===== src/rtl/dma_length_counter_pkg.sv =====
// Shared types and constants for the Sound Blaster DSP DMA length counter.
package dma_pkg;

  typedef enum logic [1:0] {
    IDLE   = 2'd0,
    RUN    = 2'd1,
    PAUSED = 2'd2
  } dma_state_t;

  localparam int unsigned DMA_WIDTH_DEFAULT = 16;

  // Byte lanes of the base register addressed by len_wr_lo / len_wr_hi.
  localparam int unsigned LANE_BITS = 8;
  localparam int unsigned LANE_LO   = 0;
  localparam int unsigned LANE_HI   = 1;

endpackage


===== src/rtl/dma_length_counter_down_counter.sv =====
// WIDTH-bit down counter with synchronous preset; holds at zero instead of wrapping.
module down_counter
  import dma_pkg::*;
#(
  parameter int unsigned WIDTH = DMA_WIDTH_DEFAULT
) (
  input  logic             clk,
  input  logic             reset_n,
  input  logic             load_n,
  input  logic [WIDTH-1:0] d,
  input  logic             en,
  output logic [WIDTH-1:0] q,
  output logic             zero_n
);

  always_ff @(posedge clk) begin
    if (!reset_n) begin
      q <= '0;
    end else if (!load_n) begin
      q <= d;
    end else if (en && (q != '0)) begin
      q <= q - WIDTH'(1);
    end
  end

  assign zero_n = |q;

endmodule


===== src/rtl/dma_length_counter.sv =====
// DMA transfer-length counter: byte-wise programmed base, one drq per byte, tc/irq at terminal count.
// Auto-init reload is present only when DMA_AUTOINIT_EN is defined.
module dma_length_counter
  import dma_pkg::*;
#(
  parameter int unsigned WIDTH = DMA_WIDTH_DEFAULT
) (
  input  logic             clk,
  input  logic             reset_n,
  input  logic             len_wr_lo,
  input  logic             len_wr_hi,
  input  logic [7:0]       len_data,
  input  logic             start,
  input  logic             autoinit,
  input  logic             pause,
  input  logic             resume,
  input  logic             stop,
  input  logic             ack,
  input  logic             irq_clr,
  output logic             drq,
  output logic [WIDTH-1:0] count,
  output logic             tc,
  output logic             irq,
  output logic             busy
);

  dma_state_t           state, state_next;
  logic [LANE_BITS-1:0] base_lane [2];
  logic [WIDTH-1:0]     base;
  logic [WIDTH-1:0]     cnt_q;
  logic                 cnt_zero_n;
  logic                 cnt_load_n;
  logic                 cnt_en;
  logic                 mode_auto;
  logic                 start_go;
  logic                 run_ack;
  logic                 term_ack;
  logic                 drq_d, busy_d, tc_d, irq_d;

  always_ff @(posedge clk) begin
    if (!reset_n) begin
      base_lane[LANE_LO] <= '0;
      base_lane[LANE_HI] <= '0;
    end else begin
      if (len_wr_lo) base_lane[LANE_LO] <= len_data;
      if (len_wr_hi) base_lane[LANE_HI] <= len_data;
    end
  end

  // Lanes above the high byte are never written and read as zero.
  generate
    if (WIDTH == 8) begin : g_base8
      logic hi_lane_unused;
      assign hi_lane_unused = ^base_lane[LANE_HI];
      assign base = base_lane[LANE_LO];
    end else if (WIDTH == 16) begin : g_base16
      assign base = {base_lane[LANE_HI], base_lane[LANE_LO]};
    end else begin : g_basewide
      assign base = {{(WIDTH-16){1'b0}}, base_lane[LANE_HI], base_lane[LANE_LO]};
    end
  endgenerate

  // stop outranks start, and both outrank ack.
  assign start_go = start && !stop;
  assign run_ack  = (state == RUN) && ack && !stop && !start;
  assign term_ack = run_ack && !cnt_zero_n;
  assign cnt_en   = run_ack;

`ifdef DMA_AUTOINIT_EN
  always_ff @(posedge clk) begin
    if (!reset_n) begin
      mode_auto <= 1'b0;
    end else if (start_go) begin
      mode_auto <= autoinit;
    end
  end

  assign cnt_load_n = !(start_go || (term_ack && mode_auto));
`else
  logic autoinit_unused;
  assign autoinit_unused = autoinit;
  assign mode_auto       = 1'b0;
  assign cnt_load_n      = !start_go;
`endif

  down_counter #(
    .WIDTH (WIDTH)
  ) u_down_counter (
    .clk     (clk),
    .reset_n (reset_n),
    .load_n  (cnt_load_n),
    .d       (base),
    .en      (cnt_en),
    .q       (cnt_q),
    .zero_n  (cnt_zero_n)
  );

  assign count = cnt_q;

  always_ff @(posedge clk) begin
    if (!reset_n) begin
      state <= IDLE;
      drq   <= 1'b0;
      busy  <= 1'b0;
      tc    <= 1'b0;
      irq   <= 1'b0;
    end else begin
      state <= state_next;
      drq   <= drq_d;
      busy  <= busy_d;
      tc    <= tc_d;
      irq   <= irq_d;
    end
  end

  // A terminal ack is counted before pause is honoured, so a single-cycle
  // run ending with pause lands in IDLE rather than PAUSED.
  always_comb begin
    state_next = state;
    if (stop) begin
      state_next = IDLE;
    end else if (start) begin
      state_next = RUN;
    end else begin
      unique case (state)
        RUN: begin
          if (term_ack && !mode_auto) begin
            state_next = IDLE;
          end else if (pause) begin
            state_next = PAUSED;
          end
        end
        PAUSED: begin
          if (resume) state_next = RUN;
        end
        default: state_next = state;
      endcase
    end
  end

  always_comb begin
    drq_d  = (state_next == RUN);
    busy_d = (state_next != IDLE);
    tc_d   = term_ack;
    irq_d  = term_ack || (irq && !irq_clr);
  end

endmodule


===== config.mk =====
export PLATFORM = sky130hd
export DESIGN_NAME = dma_length_counter
export DESIGN_NICKNAME = d
export VERILOG_FILES = /design/src/rtl/dma_length_counter_pkg.sv /design/src/rtl/dma_length_counter_down_counter.sv /design/src/rtl/dma_length_counter.sv
export SDC_FILE = /design/constraint.sdc
export NUM_CORES = 1
export LEC_CHECK = 0
export ABC_AREA = 1
export BUFFER_PORTS_ARGS = -buffer_cell sky130_fd_sc_hd__buf_2
export CORE_MARGIN = 3
export CORE_UTILIZATION = 45
export CTS_BUF_LIST = sky130_fd_sc_hd__clkbuf_2 sky130_fd_sc_hd__clkbuf_4 sky130_fd_sc_hd__clkbuf_8
export CTS_CLUSTER_DIAMETER = 120
export CTS_CLUSTER_SIZE = 28
export DETAILED_ROUTE_END_ITERATION = 6
export GPL_TIMING_DRIVEN = 0
export PLACE_DENSITY = 0.66
export SYNTH_ARGS = -nofsm -noshare
export SYNTH_HDL_FRONTEND = slang
export SYNTH_SLANG_ARGS = --single-unit

===== constraint.sdc =====
create_clock -name clk -period 3.7 [get_ports clk]
set_input_delay 0 -clock clk [delete_from_list [all_inputs] [get_ports clk]]
set_output_delay 0 -clock clk [all_outputs]
set_load 0.02 [all_outputs]

==> results.toml <==
[grt]
grt_pass1_wl_um = 7650
grt_pass1_vias = 1612
grt_overflow = 0
grt_use_total = 0.187
antenna_found_initial = 0
grt_max_degree = 14

[clock_network]
cts_sinks = 38
root_buffer = "clkbuf_8"
htreeDepth = 2
cts_hold_buf = 1
cts_max_path_buffers = 2
clkSlewWorstSetupHoldPaths_ns = 0.08
clk_latency_ns = 0.30
cts_buffers = 5
ctsResizeCount = 0
postCtsSetupBuffers = 0
cts_tree = "built"

[sta]
worstMarginPinSlew_ns = 0.623
max_freq_mhz = 622
finalSetupViolations = 0
slew_violations = 0
skew_ns = 0.0105
final.setup.tns_ns = 0
period_share = 0.435
layout_min_cycle_time_ns = 1.61
slew_headroom = 0.582
rsz0062_at_grt = "no"
final_hold_viol_count = 0

[synth]
yosysSeqAreaShare = 0.452
avgSynthCellArea_um2 = 7.96
synth_top_area_cell = "edfxtp_1"
syn_area_um2 = 2040
synth-seq-cells = 38
synthesis.instances = 256
synth_top_area_share = 0.236
synth_nets = 279
yosys_warnings = 0
synth.area.top_cells = "edfxtp_1 24%, dfxtp_1 22%, nand2_1 11%"
synthDistinctLibCells = 28

[drt]
wl_um = 4640
wire_per_inst_um = 13.2
vias_per_cell = 4.97
drtAntennaViolNets = 0
drt_first_pass_iters = 4
drc = 0
num_vias = 1751
drt_iter0_drc = 80

[layout]
multi_input_area_um2 = 983
nets = 324
layout-drive-gt1-share = 0.238
seqCellArea_um2 = 921
design_area_um2 = 2390
synthToLayoutAreaGrowth_pct = 17.1
n_fill_cell = 397
antenna_cells = 0

[setup_path]
critPathCaptureType = "flip-flop"
r2r_start = "u_down_counter.q[0]$_SDFFE_PN0P_"
ff2ff_path_depth = 10
crit_arrival_ns = 1.76
worstPathRequired_ns = 3.85
crit_family = "simple AND/OR/NAND/NOR gates"
worstSetupPathType = "flip-flop to flip-flop"
cp_cell_sequence = "inv_1 > ha_1 > nand2_1 > nor2_2 > nand2_4 > nand2_4 > nand2_4 > buf_6 > nand3_1 > a21oi_1"
path_buf_inv = 2
cp_common_cell = "nand2_4"
max_stage_delay_ns = 0.35
r2r_end = "u_down_counter.q[14]$_SDFFE_PN0P_"
critPathSlowestCell = "dfxtp_1"
worstSetupStartpointType = "flip-flop"
r2r_setup_slack_ns = 2.09
crit_fanout = 10

[power]
total_power_mw = 1.04
ir_worst_vdd_mv = 0.250
p_leak_nw = 1.14
powerDensity_nw_per_um2 = 434

[floorplanning]
die_area_um2 = 5370
io_pins = 39
die_w_um = 73.3
row_count = 23
start_util = 0.488
die_h_um = 73.3
core_um2 = 4170

[placed_design]
io_buffers = 37
globalplace.congestion = 0.808
dpl.hpwl_um = 3500
placed_cell_area_um2 = 2290

[min_path]
min_path_cells = 3
min-delay-start = "len_data[1]"
hold_end = "base_lane[0][9]$_DFFE_PP_"
min_path_type = "input port to flip-flop"

[outcome]
status = "finished, final reports clean"

[flow_run]
drv_cap = 0
## power by group
part | total (mW) | internal [mW] | switching, mW
clock | 0.294 | 0.140 | 0.154
sequential | 0.495 | 0.469 | 0.0259
combinational | 0.247 | 0.0920 | 0.155
## kinds of logic after synthesis
family          Yosys count  synth area share
buf+inv                  33            0.0657
simple gates            138             0.327
flops                    38             0.452
fa+ha+maj                 4            0.0246
xor+xnor                  4            0.0172
compound gates           36            0.0994
mux                       3            0.0147
## area by class of cell
cell class,count,area share
clock buffer,6,0.0320
buffer,6,0.0136
clock inverter,2,0.00629
sequential,38,0.386
timing repair buffer,38,0.0818
multi-input combinational,185,0.412
tap,50,0.0262
inverter,27,0.0425
## tightest hold or removal path, stage by stage
cell and delay, ns:
buf_2 0.09, inv_1 0.04, nor2_1 0.04
## sequential cells by signal, summed over array words and instances (netlist names)
register          count
drq                   1
state                 2
busy                  1
tc                    1
base_lane            16
u_down_counter.q     16
irq                   1
## worst max path at each step
stage / end / startpoint / cells past startpoint
3_3_place_gp: u_down_counter.q[10]$_SDFFE_PN0P_ / u_down_counter.q[0]$_SDFFE_PN0P_ / 9
6_report: u_down_counter.q[14]$_SDFFE_PN0P_ / u_down_counter.q[0]$_SDFFE_PN0P_ / 10
5_1_grt: busy$_SDFF_PN0_ / state[1]$_SDFF_PN0_ / 11
3_5_place_dp: busy$_SDFF_PN0_ / state[1]$_SDFF_PN0_ / 11
4_1_cts: busy$_SDFF_PN0_ / state[1]$_SDFF_PN0_ / 11
2_1_floorplan: u_down_counter.q[8]$_SDFFE_PN0P_ / u_down_counter.q[0]$_SDFFE_PN0P_ / 10
## layer usage
| layer | GRT usage | share of wire | up-vias |
|---|---|---|---|
| met5 | 0 | 0 | - |
| met4 | 0.0483 | 0.012 | 0 |
| met1 | 0.263 | 0.47 | 782 |
| met2 | 0.289 | 0.46 | 45 |
| li1 | - | - | 917 |
| met3 | 0.0451 | 0.056 | 7 |
## Yosys cell counts (all sizes together)
library cell  instances
o211ai                2
nand3                16
o21ai                12
mux2i                 3
o22ai                 1
nand3b                5
a21oi                19
xor2                  3
nor2                 44
buf                   3
nor3                  2
o21bai                2
or2                   8
nand2                63
dfxtp                22
inv                  27
xnor2                 1
clkbuf                3
ha                    4
edfxtp               16
## placed cells by master (no fill, tap or decap), drive strengths merged
cell type / instances
xor2: 3
a21oi: 19
o21ai: 12
dfxtp: 22
nand2: 63
inv: 27
nand3: 16
nor3: 2
mux2i: 3
edfxtp: 16
clkinvlp: 2
o22ai: 1
ha: 4
o21bai: 2
dlygate4sd3: 1
buf: 40
clkbuf: 9
nand3b: 5
xnor2: 1
or2: 8
o211ai: 2
nor2: 44
## metrics by stage
stage                util  hold WS (ns)  setup WS (ns)  cells
finish              0.572        0.0380           2.09    352
global route        0.572        0.0393           1.88    352
CTS                 0.572        0.0387           2.09    352
detailed placement  0.548         0.206           2.10    343
global placement    0.548         0.202           2.11    343
floorplan               -         0.114           2.19    256
Note: power is estimated with default switching activity, not from simulation.
